## src/rtl/cache_pkg.sv

```systemverilog
// -----------------------------------------------------------------------------
// cache_pkg
// Purpose : shared types and constants for the cache request front end:
//           address field widths, access-size and write_enable encodings,
//           the queued request record, the FSM state enum and small helpers.
// Ports   : none (package).
// -----------------------------------------------------------------------------
package cache_pkg;

  localparam int ADDR_W = 36;
  localparam int TAG_W  = 24;
  localparam int SET_W  = 6;
  localparam int OFF_W  = 6;
  localparam int DATA_W = 64;
  localparam int LINE_W = 128;

  // Access size: bytes = 1 << size
  typedef enum logic [1:0] {
    SZ_8  = 2'd0,
    SZ_16 = 2'd1,
    SZ_32 = 2'd2,
    SZ_64 = 2'd3
  } size_e;

  // Operation code presented to the set alongside the enable strobe
  typedef enum logic [2:0] {
    WE_READ  = 3'd0,
    WE_WRITE = 3'd1,
    WE_NOP   = 3'd2
  } we_e;

  typedef enum logic [1:0] {
    IDLE  = 2'd0,
    ISSUE = 2'd1,
    WAIT  = 2'd2,
    RESP  = 2'd3
  } state_e;

  // One queued CPU request
  typedef struct packed {
    logic [ADDR_W-1:0] addr;
    logic              write;
    size_e             size;
    logic [DATA_W-1:0] wdata;
  } req_t;

  // Keeps the low 8 << size bits of a load result
  function automatic logic [DATA_W-1:0] size_mask(input size_e s);
    case (s)
      SZ_8:    return 64'h0000_0000_0000_00FF;
      SZ_16:   return 64'h0000_0000_0000_FFFF;
      SZ_32:   return 64'h0000_0000_FFFF_FFFF;
      default: return 64'hFFFF_FFFF_FFFF_FFFF;
    endcase
  endfunction

  // True when the access runs past the end of the 64-byte block
  function automatic logic crosses_block(input logic [OFF_W-1:0] off, input size_e s);
    logic [OFF_W:0] end_byte;
    end_byte = {1'b0, off} + ((OFF_W+1)'(1) << s);
    return end_byte > (OFF_W+1)'(64);
  endfunction

endpackage

```

## src/rtl/req_fifo.sv

```systemverilog
// -----------------------------------------------------------------------------
// req_fifo
// Purpose : request queue between the CPU handshake and the issue FSM.
//           Power-of-two depth, pointers wrap naturally, an occupancy count
//           tells full from empty. Head entry is readable combinationally.
// Ports   : clk, rst      clock, async active-high reset
//           i_push/i_data write request and entry (ignored while full)
//           i_pop         remove head (ignored while empty)
//           o_data        head entry
//           o_full/o_empty occupancy flags
// -----------------------------------------------------------------------------
module req_fifo
  import cache_pkg::*;
#(
  parameter int DEPTH = 4
) (
  input  logic clk,
  input  logic rst,
  input  logic i_push,
  input  req_t i_data,
  input  logic i_pop,
  output req_t o_data,
  output logic o_full,
  output logic o_empty
);

  localparam int PTR_W = $clog2(DEPTH);

  req_t             r_mem [DEPTH];
  logic [PTR_W-1:0] r_wr_ptr;
  logic [PTR_W-1:0] r_rd_ptr;
  logic [PTR_W:0]   r_count;

  logic w_push;
  logic w_pop;

  assign o_full  = (r_count == (PTR_W+1)'(DEPTH));
  assign o_empty = (r_count == '0);
  assign w_push  = i_push && !o_full;
  assign w_pop   = i_pop && !o_empty;
  assign o_data  = r_mem[r_rd_ptr];

  // NOTE: storage has no reset; an entry is only read after it was written,
  // and leaving it out keeps the array a plain RAM without a reset fan-out.
  always_ff @(posedge clk) begin
    if (w_push) r_mem[r_wr_ptr] <= i_data;
  end

  always_ff @(posedge clk or posedge rst) begin
    if (rst) begin
      r_wr_ptr <= '0;
      r_rd_ptr <= '0;
      r_count  <= '0;
    end else begin
      if (w_push) r_wr_ptr <= r_wr_ptr + PTR_W'(1);
      if (w_pop)  r_rd_ptr <= r_rd_ptr + PTR_W'(1);
      case ({w_push, w_pop})
        2'b10:   r_count <= r_count + (PTR_W+1)'(1);
        2'b01:   r_count <= r_count - (PTR_W+1)'(1);
        default: r_count <= r_count;
      endcase
    end
  end

endmodule

```

## src/rtl/cache_req_frontend.sv

```systemverilog
// -----------------------------------------------------------------------------
// cache_req_frontend
// Purpose : queues CPU load/store requests, decodes the address, issues one
//           operation at a time to a cache set (IDLE -> ISSUE -> WAIT -> RESP)
//           and returns a one-cycle response with data, miss and error flags.
// Ports   : clk, rst                    clock, async active-high reset
//           req_valid/req_ready         CPU request handshake
//           req_addr/write/size/wdata   request fields
//           enable, write_enable        set operation strobe and opcode
//           tag, set_idx, block_offset  decoded address of current operation
//           data_size, write_data       size and store data of current op
//           n_ops                       sequence number of issued operations
//           out_data, data_ready        set read data and its valid
//           read_miss, write_miss       set miss indications
//           rsp_valid/data/miss/err     response to the CPU
// Config  : define ALIGN_CHECK_EN to reject requests whose access runs past
//           the end of the block; they are answered with rsp_err and never
//           reach the set.
// -----------------------------------------------------------------------------
module cache_req_frontend
  import cache_pkg::*;
#(
  parameter int FIFO_DEPTH = 4,
  parameter int RD_TIMEOUT = 4
) (
  input  logic              clk,
  input  logic              rst,
  input  logic              req_valid,
  output logic              req_ready,
  input  logic [ADDR_W-1:0] req_addr,
  input  logic              req_write,
  input  logic [1:0]        req_size,
  input  logic [DATA_W-1:0] req_wdata,
  output logic [1:0]        enable,
  output logic [2:0]        write_enable,
  output logic [TAG_W-1:0]  tag,
  output logic [SET_W-1:0]  set_idx,
  output logic [OFF_W-1:0]  block_offset,
  output logic [1:0]        data_size,
  output logic [DATA_W-1:0] write_data,
  output logic [31:0]       n_ops,
  input  logic [LINE_W-1:0] out_data,
  input  logic [1:0]        data_ready,
  input  logic [1:0]        read_miss,
  input  logic [1:0]        write_miss,
  output logic              rsp_valid,
  output logic [DATA_W-1:0] rsp_data,
  output logic              rsp_miss,
  output logic              rsp_err
);

  localparam int CNT_W = $clog2(RD_TIMEOUT) + 1;

  state_e            r_state;
  state_e            w_next_state;
  req_t              r_op;
  logic [31:0]       r_n_ops;
  logic [CNT_W-1:0]  r_wait_cnt;
  logic [DATA_W-1:0] r_rsp_data;
  logic              r_rsp_miss;
  logic              r_rsp_err;

  req_t w_push_req;
  req_t w_head;
  logic w_fifo_full;
  logic w_fifo_empty;
  logic w_pop;
  logic w_reject;
  logic w_rd_miss;
  logic w_rd_hit;
  logic w_timeout;
  logic w_unused;

  // Only the low doubleword of the set's line is ever returned
  assign w_unused = ^out_data[LINE_W-1:DATA_W];

  // ---------------------------------------------------------------- queue
  assign w_push_req = '{addr: req_addr, write: req_write, size: size_e'(req_size), wdata: req_wdata};
  assign req_ready  = !w_fifo_full;
  assign w_pop      = (r_state == IDLE) && !w_fifo_empty;

  req_fifo #(
    .DEPTH (FIFO_DEPTH)
  ) u_req_fifo (
    .clk     (clk),
    .rst     (rst),
    .i_push  (req_valid),
    .i_data  (w_push_req),
    .i_pop   (w_pop),
    .o_data  (w_head),
    .o_full  (w_fifo_full),
    .o_empty (w_fifo_empty)
  );

`ifdef ALIGN_CHECK_EN
  assign w_reject = crosses_block(w_head.addr[OFF_W-1:0], w_head.size);
`else
  assign w_reject = 1'b0;
`endif

  // ---------------------------------------------------------- set events
  assign w_rd_miss = |read_miss;
  assign w_rd_hit  = |data_ready;
  assign w_timeout = (r_wait_cnt == CNT_W'(RD_TIMEOUT - 1));

  // ------------------------------------------------------ state register
  // NOTE: every clocked block uses non-blocking assignments so all registers
  // update together from values sampled before the edge.
  always_ff @(posedge clk or posedge rst) begin
    if (rst) r_state <= IDLE;
    else     r_state <= w_next_state;
  end

  // ---------------------------------------------------------- next state
  // NOTE: the default assignment first means every path assigns
  // w_next_state, so no latch is inferred.
  always_comb begin
    w_next_state = r_state;
    unique case (r_state)
      IDLE:  if (w_pop) w_next_state = w_reject ? RESP : ISSUE;
      ISSUE: w_next_state = WAIT;
      WAIT:  if (r_op.write || w_rd_miss || w_rd_hit || w_timeout) w_next_state = RESP;
      RESP:  w_next_state = IDLE;
    endcase
  end

  // ------------------------------------------------------------- outputs
  always_comb begin
    enable       = 2'd0;
    write_enable = WE_NOP;
    rsp_valid    = 1'b0;
    unique case (r_state)
      ISSUE: begin
        enable       = 2'd1;
        write_enable = r_op.write ? WE_WRITE : WE_READ;
      end
      RESP:    rsp_valid = 1'b1;
      default: ;
    endcase
  end

  // ------------------------------------------------------------ datapath
  // The sequence number advances on the pop that leads to ISSUE, so n_ops
  // already names the operation while its enable pulse is on the bus.
  always_ff @(posedge clk or posedge rst) begin
    if (rst) begin
      r_op       <= '0;
      r_n_ops    <= '0;
      r_wait_cnt <= '0;
      r_rsp_data <= '0;
      r_rsp_miss <= 1'b0;
      r_rsp_err  <= 1'b0;
    end else begin
      unique case (r_state)
        IDLE: begin
          if (w_pop) begin
            r_op       <= w_head;
            r_wait_cnt <= '0;
            if (w_reject) begin
              r_rsp_data <= '0;
              r_rsp_miss <= 1'b0;
              r_rsp_err  <= 1'b1;
            end else begin
              r_n_ops <= r_n_ops + 32'd1;
            end
          end
        end
        WAIT: begin
          if (r_op.write) begin
            r_rsp_data <= '0;
            r_rsp_miss <= |write_miss;
            r_rsp_err  <= 1'b0;
          end else if (w_rd_miss) begin
            // Miss wins over a simultaneous data_ready
            r_rsp_data <= '0;
            r_rsp_miss <= 1'b1;
            r_rsp_err  <= 1'b0;
          end else if (w_rd_hit) begin
            r_rsp_data <= out_data[DATA_W-1:0] & size_mask(r_op.size);
            r_rsp_miss <= 1'b0;
            r_rsp_err  <= 1'b0;
          end else if (w_timeout) begin
            r_rsp_data <= '0;
            r_rsp_miss <= 1'b1;
            r_rsp_err  <= 1'b1;
          end else begin
            r_wait_cnt <= r_wait_cnt + CNT_W'(1);
          end
        end
        default: ;
      endcase
    end
  end

  assign tag          = r_op.addr[ADDR_W-1:SET_W+OFF_W];
  assign set_idx      = r_op.addr[SET_W+OFF_W-1:OFF_W];
  assign block_offset = r_op.addr[OFF_W-1:0];
  assign data_size    = r_op.size;
  assign write_data   = r_op.wdata;
  assign n_ops        = r_n_ops;
  assign rsp_data     = r_rsp_data;
  assign rsp_miss     = r_rsp_miss;
  assign rsp_err      = r_rsp_err;

endmodule
```

## config.mk

```make
export PLATFORM = sky130hd
export DESIGN_NAME = cache_req_frontend
export DESIGN_NICKNAME = d
export VERILOG_FILES = /design/src/rtl/cache_pkg.sv /design/src/rtl/req_fifo.sv /design/src/rtl/cache_req_frontend.sv
export SDC_FILE = /design/constraint.sdc
export NUM_CORES = 1
export LEC_CHECK = 0
export BUFFER_PORTS_ARGS = -buffer_cell sky130_fd_sc_hd__clkbuf_2
export CAP_MARGIN = 30
export CORE_ASPECT_RATIO = 0.5
export CORE_MARGIN = 2
export CORE_UTILIZATION = 33
export CTS_CLUSTER_SIZE = 16
export DETAILED_ROUTE_END_ITERATION = 6
export SLEW_MARGIN = 20
export SYNTH_ARGS = -nofsm -noshare
export SYNTH_HDL_FRONTEND = slang
export SYNTH_HIERARCHICAL = 1
export SYNTH_SLANG_ARGS = --single-unit
```

## constraint.sdc

```tcl
create_clock -name clk -period 13.9 [get_ports clk]
set_input_delay 2.78 -clock clk [delete_from_list [all_inputs] [get_ports clk]]
set_output_delay 2.78 -clock clk [all_outputs]
set_load 0.03 [all_outputs]
```

-- Word level (Yosys, flattened, before mapping)
Memory sizes are Yosys's and may differ from the RTL's. A register that Yosys moved wholly into a read port is not among the register bits.
Cells that the tools add are included.
- flip-flop bits (word level): 110
- latch bits: 0
- memory bits (writable): 412
- ROM bits: 0
- input bits: 240
- logic and storage cells: 84
- memories: 1
- memory list (name ; words ; bits a word ; read ports ; clocked after memory_dff ; wr ports ; RTL line ; source):
    u_req_fifo.r_mem ; 4 ; 103 ; 1 ; 1 ; 1 ; req_fifo.sv:29 ; req_t r_mem [DEPTH];
- add/subtract/negate cells: 6
- $mul: 0
- div/mod/pow operators: 0
- $lt $le $gt $ge: 0
- equality and inequality tests: 15
- shifts and indexed selects: 0
- mux-type cells: 31
- bitwise operators: 1
- reductions and logical operators: 21
- operator list (kind ; count):
    $mux 64 ; 8
    $pmux 64 s3 ; 1
    $and 64x64->64 ; 1
    $add 32x1->32 const B ; 1
    $mux 3 ; 5
    $pmux 3 s2 ; 2
    $mux 1 ; 11
    $ne 2x2->1 const B ; 5
    $eq 2x2->1 const B ; 4
    $pmux 2 s4 ; 1
    $add 3x1->3 const B ; 2
    $eq 2x1->1 const B ; 3
    $mux 2 ; 3
    $reduce_and 2->1 ; 3
    $reduce_and 6->1 ; 1
    $reduce_or 2->1 ; 3
    $add 2x1->2 const B ; 2
    $logic_not 2->1 ; 2
    $reduce_bool 2->1 ; 2
    $reduce_bool 4->1 ; 1
    $eq 3x2->1 const B ; 1
    $eq 3x3->1 const B ; 1
    $logic_and 1x1->1 ; 3
    $logic_not 3->1 ; 1
    4 further kinds ; 7

-- Logic depth before layout (Yosys ltp)
Gate-level depths: netlist of the first run.
- depth in word-level cells: 10
- gate-level depth with buffers: 13
- mapped depth without buffers: 10

-- Cells and area by module
Netlist of the first run, hierarchy kept.
- modules (own cells, without submodules) (module ; times used ; cells each ; area each (um^2) ; sequential area each (um^2)):
    req_fifo ; 1 ; 577 ; 15289.7 ; 12547.0
    cache_req_frontend ; 1 ; 662 ; 8921.1 ; 5154.9

-- Least setup slack after synthesis of the first run
Ideal clock, no wire load.
- kind: input to register
- from: input port req_valid
- to: memory u_req_fifo/r_mem[0][0] (netlist bit) (enable)
- library setup time: 0.474 ns
- arrival: 5.531 ns
- required time: 13.426 ns
- setup slack: 7.895 ns
- stages on the path: 2
- path through: nor2b_1 -> and2_1
- longest elaborated chain between the ends: 3
- RTL lines (item ; RTL line ; source):
    start, declared ; cache_req_frontend.sv:28 ; input logic req_valid,
    $logic_and 1x1->1 ; req_fifo.sv:39 ; assign w_push = i_push && !o_full;
    $mux 1 ; req_fifo.sv:46 ; if (w_push) r_mem[r_wr_ptr] <= i_data;
    $mux 1 (implied by the code) ; req_fifo.sv:46 ;
    end, declared ; req_fifo.sv:29 ;
Every way passes these cells.

-- Final worst setup path of the first run
- from: input port req_valid
- to: memory u_req_fifo/r_mem[3][13] (netlist bit) (enable)
The elaborated chain is that of the path after synthesis.

==> results of run 1 <==
[metrics by stage]
stage | std cells | instance area (um^2) | worst slack (ns)
after floorplan | 1240 | 24210 | 5.496
after global placement | 2448 | 26310 | 8.308
after detailed placement | 2451 | 26380 | 8.317
after CTS | 2559 | 28330 | 8.968
after global routing | 2564 | 28390 | 8.862
final | 2564 | 28390 | 8.982
[routing by layer]
metal  part of all wire  GRT usage
met3              0.029    0.02343
met4              0.027    0.04615
met5            0.00079          0
met1               0.38     0.1555
met2               0.56     0.2541
[cells in the mapped netlist, types with 2 or more instances]
cell type / instances / area (um^2)
buf_12: 4 / 80.08
nor2_1: 7 / 26.28
xor2_1: 16 / 140.1
buf_1: 7 / 26.28
ha_1: 14 / 175.2
nor4_1: 2 / 12.51
nand3_1: 11 / 55.05
buf_6: 2 / 22.52
inv_1: 15 / 56.30
edfxtp_1: 412 / 12370
a22o_1: 56 / 490.5
and3_1: 4 / 25.02
buf_2: 19 / 95.09
nand2_1: 27 / 101.4
o21ai_1: 8 / 40.04
dfrtp_1: 213 / 5330
nor2b_1: 4 / 25.02
and2_1: 9 / 56.30
clkbuf_1: 9 / 33.78
buf_8: 5 / 75.07
mux2_1: 29 / 326.6
buf_4: 111 / 833.3
xnor2_1: 21 / 183.9
mux2i_1: 4 / 40.04
mux4_2: 103 / 2320
mux2_2: 78 / 878.3
nor3_1: 7 / 35.03
and4_1: 6 / 52.55
nand4_1: 13 / 81.33
[report_power, final]
group	leakage, uW	switching (uW)	internal (uW)
logic	0.00359	1160	791
registers	0.00648	217	2480
clock network	0.000944	697	916
total	0.0110	2070	4190
[cells by family (layout without fill, tap and decap cells)]
| family | Yosys count | count (layout) | synth area share |
|---|---|---|---|
| xor+xnor | 37 | 37 | 0.01338 |
| buf+inv | 173 | 522 | 0.05101 |
| compound gates | 73 | 73 | 0.02543 |
| simple gates | 101 | 101 | 0.02357 |
| mux | 214 | 214 | 0.1472 |
| flops | 625 | 625 | 0.7312 |
| other cells | 1 | 5 | 0.0001549 |
| fa+ha+maj | 15 | 15 | 0.008062 |
[flip-flops by register name, indices dropped and copies added (netlist names), 2 cells and up]
register             count
data_size                2
block_offset             6
n_ops                   32
rsp_data                64
write_data              64
r_wait_cnt               3
u_req_fifo/r_mem       412
u_req_fifo/r_count       3
u_req_fifo/r_wr_ptr      2
r_state                  2
set_idx                  6
tag                     24
u_req_fifo/r_rd_ptr      2
[worst paths after layout]
check	start	end	slack, ns
worst max register to register	u_req_fifo/r_count[2]$_DFFE_PP0P_	u_req_fifo/r_mem[3][13]$_DFFE_PP_	10.64
worst max-delay path	req_valid	u_req_fifo/r_mem[3][13]$_DFFE_PP_	8.98
min in group asynchronous	rst	u_req_fifo/r_count[2]$_DFFE_PP0P_	2.15
worst min-delay path	rsp_err$_DFFE_PP0P_	rsp_err$_DFFE_PP0P_	0.48
max in group asynchronous	rst	rsp_data[22]$_DFFE_PP0P_	10.28
worst min register to register	rsp_err$_DFFE_PP0P_	rsp_err$_DFFE_PP0P_	0.48
[final cells by class]
| type | instances | area, um^2 |
|---|---|---|
| multi-input combinational | 442 | 5310 |
| clock inverter | 32 | 370.4 |
| clock buffer | 76 | 1579 |
| sequential | 625 | 17710 |
| timing repair buffer | 399 | 2137 |
| antenna | 3 | 7.507 |
| inverter | 15 | 63.81 |
| fill | 6647 | 44480 |
| tap | 972 | 1216 |
[tightest hold or removal path: stages (launching register included)]
cell and delay, ns:
dfrtp_1 0.34, nand2_1 0.05, o41ai_1 0.05
==> impl_metrics.csv, run 1 <==
group,metric,value,unit
synth,syn-instance-count,1239,
grt,grt_pass1_wl,77560,um
floorplan,die-width,387.1,um
routing,finalWirelength,51840,um
floorplan,rows,70,
clock_tree,h-tree-depth,2,
run_status,status,"finished, final reports clean",
critical_path,path_max_fanout,39,
routing,detail_route.first_pass.iterations,4,
routing,wire_per_inst,20.22,um
run,cap_violations,0,
cells_and_area,nets,1795,
routing,drc,0,
cells_and_area,drive_gt1_frac,0.4298,
timing,slew_headroom,0.3488,
timing,min_period,4.918,ns
critical_path,critPathArrivalTime,5.14,ns
clock_tree,clock_path_buffers,3,
critical_path,worstSetupPathType,"input port to flip-flop",
synth,synth_top_flop_cell,"edfxtp_1",
cells_and_area,final_util,0.3896,
floorplan,start_util,0.3322,
timing,worst_slew_pin_slew,0.9768,ns
min_path,min_path_type,"flip-flop to flip-flop",
synth,synth-edff-count,412,
critical_path,path_common_cell,"buf_4",
min_path,holdPathStages,2,
synth,synth_seq_area_share,0.7312,
placed_design,gp_congestion,0.7626,
cells_and_area,layout_commonest_cell,"edfxtp_1",
critical_path,critPathCaptureType,"flip-flop",
cells_and_area,final_cell_mix,"edfxtp_1 (412), clkbuf_2 (380), dfrtp_1 (211)",
routing,ant_nets,0,
routing,num_vias,11780,
critical_path,critical_path_buf_inv_count,3,
clock_tree,cts.sinks,625,
floorplan,die_area,0.07568,mm^2
grt,grtUsageTotal,0.1352,
synth,async_flop_share,0.3408,
critical_path,slowest_delay,0.65,ns
routing,drt-initial-drc-count,648,
floorplan,io_pins,447,
placed_design,io_buffers,380,
clock_tree,post_cts_buffers,0,
clock_tree,cts-resized-gates,0,
clock_tree,cts-root-buf,"clkbuf_16",
critical_path,path_cells,"clkbuf_2, nor2b_1, and2_4, buf_4, buf_4",
critical_path,reg2regPathDepth,5,
grt,grt-ovfl-total,0,
timing,clock_skew,0.03931,ns
power_and_ir_drop,power.density,220.3,mW/mm^2
power_and_ir_drop,finalPower,6256,uW
synth,yosysWarnings,6,
clock_tree,cts_buffers,57,
placed_design,place_hpwl,32990,um
critical_path,cp.required,14.13,ns
timing,finalSetupViolations,0,
clock_tree,clkTransAtPathRegs,0.06,ns
grt,grt_pass1_vias,12200,
synth,syn_area,0.02421,mm^2
critical_path,path_delay_family,"buffers and inverters",
critical_path,cp.depth,5,
timing,setup_tns,0,ns
timing,slew_violations,0,
synth,ys_types,52,
timing,rsz0062_at_grt,"false",
synth,synth-seq-cells,625,
timing,fmax,0.2033,GHz
timing,holdWs,0.4818,ns
floorplan,core,0.07287,mm^2
grt,antenna_found_initial,6,
grt,grt_max_degree,80,
timing,fin_crit_sh,0.3538,
routing,vias_per_cell,4.592,
power_and_ir_drop,ir_drop,0.1173,mV
clock_tree,cts_tree,"yes",
cells_and_area,area_delta_synth_final,17.28,%
critical_path,critPathSlowestCell,"buf_4",
floorplan,dieHeight,195.5,um
clock_tree,hold_buffers,0,
power_and_ir_drop,p_leak,0.01101,uW
critical_path,start_kind,"input port",
synth,synth_area_per_cell,19.54,um^2
timing,hold_viol,0,
clock_tree,insertion_delay,0.63,ns
(Power assumes the default switching activity.)
==> run 2, diff against run 1 <==
Settings changed: ABC_AREA set to 1.
Clock period 13.9 ns to 4.2 ns, I/O delays scaled along.
==> run 2 against run 1 <==
Effect of this change: critical path type is now flip-flop to output pin; power rose to 3.4 times the previous value; sequential power rose to 3.2 times the previous value; highest routed layer unchanged; clock skew fell by 0.019 ns; non-clock buffer count rose by 8; cell count rose by 51%; largest cell class unchanged.
==> impl_metrics.csv, run 2 <==
group,metric,value,unit
critical_path,reg2regPathDepth,10,
timing,hold_viol,0,
routing,vias_per_cell,4.445,
power_and_ir_drop,power_frac_seq,0.403,
synth,synth_seq_area_share,0.6664,
synth,yosysTopAreaCellShare,0.4657,
floorplan,start_util,0.3339,
routing,ant_nets,0,
synth,async_flop_share,0.3408,
critical_path,path_cells,"inv_1, ha_1, nand2_1, inv_1, clkbuf_2",
floorplan,core,0.07956,mm^2
placed_design,gp_congestion,0.8106,
cells_and_area,area_delta_synth_final,15.38,%
grt,grt_pass1_wl,94420,um
synth,synth-edff-count,412,
floorplan,io_pins,447,
cells_and_area,top_register,"u_req_fifo/r_mem",
clock_tree,cts_buffers,59,
grt,grt-ovfl-total,0,
floorplan,die-width,405.2,um
floorplan,die_area,0.08292,mm^2
routing,drt-initial-drc-count,1026,
critical_path,path_max_fanout,5,
synth,synthTopCellsByCount,"nand2_1 (944), edfxtp_1 (412), inv_1 (256), dfrtp_1 (213), o211ai_1 (206)",
critical_path,critical_path_buf_inv_count,3,
grt,antenna_found_initial,13,
grt,grt_pass1_vias,16560,
min_path,min_path_type,"input port to async pin",
timing,finalSetupViolations,0,
cells_and_area,final_cells,3863,
cells_and_area,layout_commonest_cell,"nand2_1",
critical_path,cp.required,3.36,ns
cells_and_area,final_cell_mix,"nand2_1 (943), edfxtp_1 (412), clkbuf_2 (380)",
power_and_ir_drop,clkPwrFrac,0.255,
timing,slew_violations,0,
critical_path,start_kind,"flip-flop",
timing,worst_slew_pin_slew,0.9711,ns
clock_tree,post_cts_buffers,0,
critical_path,path_common_cell,"inv_1",
synth,syn_area,0.02656,mm^2
run_status,status,"finished, final reports clean",
cells_and_area,largest_reg_flops,412,
routing,wire_per_inst,16.10,um
timing,setup_tns,0,ns
clock_tree,insertion_delay,0.63,ns
clock_tree,cts_tree,"yes",
clock_tree,hold_buffers,0,
critical_path,critPathArrivalTime,1.81,ns
synth,syn-instance-count,2466,
timing,worst_slack,1.549,ns
critical_path,path_delay_family,"flip-flops",
timing,slew_headroom,0.3526,
critical_path,worstSetupPathType,"flip-flop to output pin",
power_and_ir_drop,ir_drop,0.4640,mV
synth,synth_top_flop_cell,"edfxtp_1",
timing,rsz0062_at_grt,"false",
power_and_ir_drop,power_switching,8305,uW
routing,detail_route.first_pass.iterations,5,
clock_tree,clkTransAtPathRegs,0.07,ns
cells_and_area,final_util,0.3853,
power_and_ir_drop,p_leak,0.01372,uW
timing,min_period,2.651,ns
clock_tree,cts.sinks,625,
power_and_ir_drop,power.share.switching,0.3861,
timing,fin_crit_sh,0.6313,
clock_tree,clock_path_buffers,3,
power_and_ir_drop,combPwrFrac,0.342,
synth,synth_top_area_cell,"edfxtp_1",
placed_design,post-place-ws,1.259,ns
synth,synth-seq-cells,625,
clock_tree,cts-root-buf,"clkbuf_16",
critical_path,slowest_delay,0.43,ns
grt,grt_max_degree,194,
timing,fmax,0.3772,GHz
critical_path,critPathSlowestCell,"dfrtp_1",
run,cap_violations,0,
routing,finalWirelength,62210,um
synth,yosysMostFrequentCell,"nand2_1",
power_and_ir_drop,power.density,701.8,mW/mm^2
synth,ys_types,30,
synth,synth_top_cells_by_area,"edfxtp_1 (47%), dfrtp_1 (20%), nand2_1 (13%)",
timing,holdWs,0.1588,ns
critical_path,critPathCaptureType,"output pin",
synth,yosysWarnings,6,
critical_path,cp.depth,5,
timing,clock_skew,0.01999,ns
routing,num_vias,17170,
clock_tree,cts-resized-gates,0,
power_and_ir_drop,p_int,13200,uW
grt,grtUsageTotal,0.1474,
synth,synth_area_per_cell,10.77,um^2
floorplan,rows,73,
cells_and_area,nets,2972,
placed_design,place_hpwl,37990,um
clock_tree,h-tree-depth,2,
routing,drc,0,
placed_design,io_buffers,380,
cells_and_area,drive_gt1_frac,0.1883,
placed_design,placed_cells,3742,
floorplan,dieHeight,204.6,um
==> run 2: kinds of logic (layout without fill, tap and decap cells) <==
| family | Yosys count | count (layout) | synth area share |
|---|---|---|---|
| AO/OA/AOI/OAI | 248 | 248 | 0.06622 |
| other | 1 | 11 | 0.0001412 |
| flip-flops | 625 | 625 | 0.6664 |
| buffers and inverters | 480 | 780 | 0.09698 |
| adder cells (fa/ha/maj) | 15 | 15 | 0.007348 |
| AND/OR/NAND/NOR | 1084 | 1084 | 0.1586 |
| XOR/XNOR | 13 | 13 | 0.004286 |
==> run 2: cell type report <==
class,instances,area [um^2]
Antenna cell,9,22.52
Fill cell,7736,48910
Multi-Input combinational cell,1362,6327
Clock buffer,82,1663
Sequential cell,625,17710
Timing Repair Buffer,407,2225
Clock inverter,29,346.6
Tap cell,1087,1360
Inverter,262,999.7
==> run 2: worst reg2reg max path: stages, from the launching register on <==
cell and delay, ns:
dfrtp_1 0.39, inv_1 0.12, nand3_1 0.31, inv_1 0.17, inv_1 0.08, nand2_4 0.09, buf_4 0.56, nor2_1 0.28
nand3b_1 0.20, inv_1 0.09, o21a_1 0.17
==> run 2: power groups by stage <==
stage                     logic (uW)  registers (uW)  clock network, uW
after CTS                       7460            8670               5650
after detailed placement        7440            8790                  0
after global placement          7340            8750                  0
final                           7350            8670               5490
after floorplan                 6000            8980                  0
after global routing            8190            8800               5890
==> run 2: stage by stage <==
stage,power (uW),area [um^2]
2_1_floorplan,14980,26570
3_3_place_gp,16090,28590
3_5_place_dp,16230,28590
4_1_cts,21780,30600
5_1_grt,22880,30650
6_report,21510,30650
==> run 2: path summary, 6_finish.rpt <==
check	startpoint	to	slack [ns]
worst min register to register	u_req_fifo/r_count[0]$_DFFE_PP0P_	u_req_fifo/r_count[0]$_DFFE_PP0P_	0.47
worst max register to register	u_req_fifo/r_count[0]$_DFFE_PP0P_	n_ops[9]$_DFFE_PP0P_	1.63
worst max-delay path	r_state[1]$_DFFE_PP0P_	write_enable[0]	1.55
max in group asynchronous	rst	rsp_data[10]$_DFFE_PP0P_	2.94
worst min-delay path	rst	u_req_fifo/r_wr_ptr[0]$_DFFE_PP0P_	0.16
min in group clk	req_wdata[48]	u_req_fifo/r_mem[0][48]$_DFFE_PP_	0.42
==> run 2: routing by layer <==
layer  part of all wire  GRT usage
met1               0.40     0.1699
met2               0.53     0.2713
met3              0.035    0.02608
met4              0.029    0.05890
met5            0.00074          0
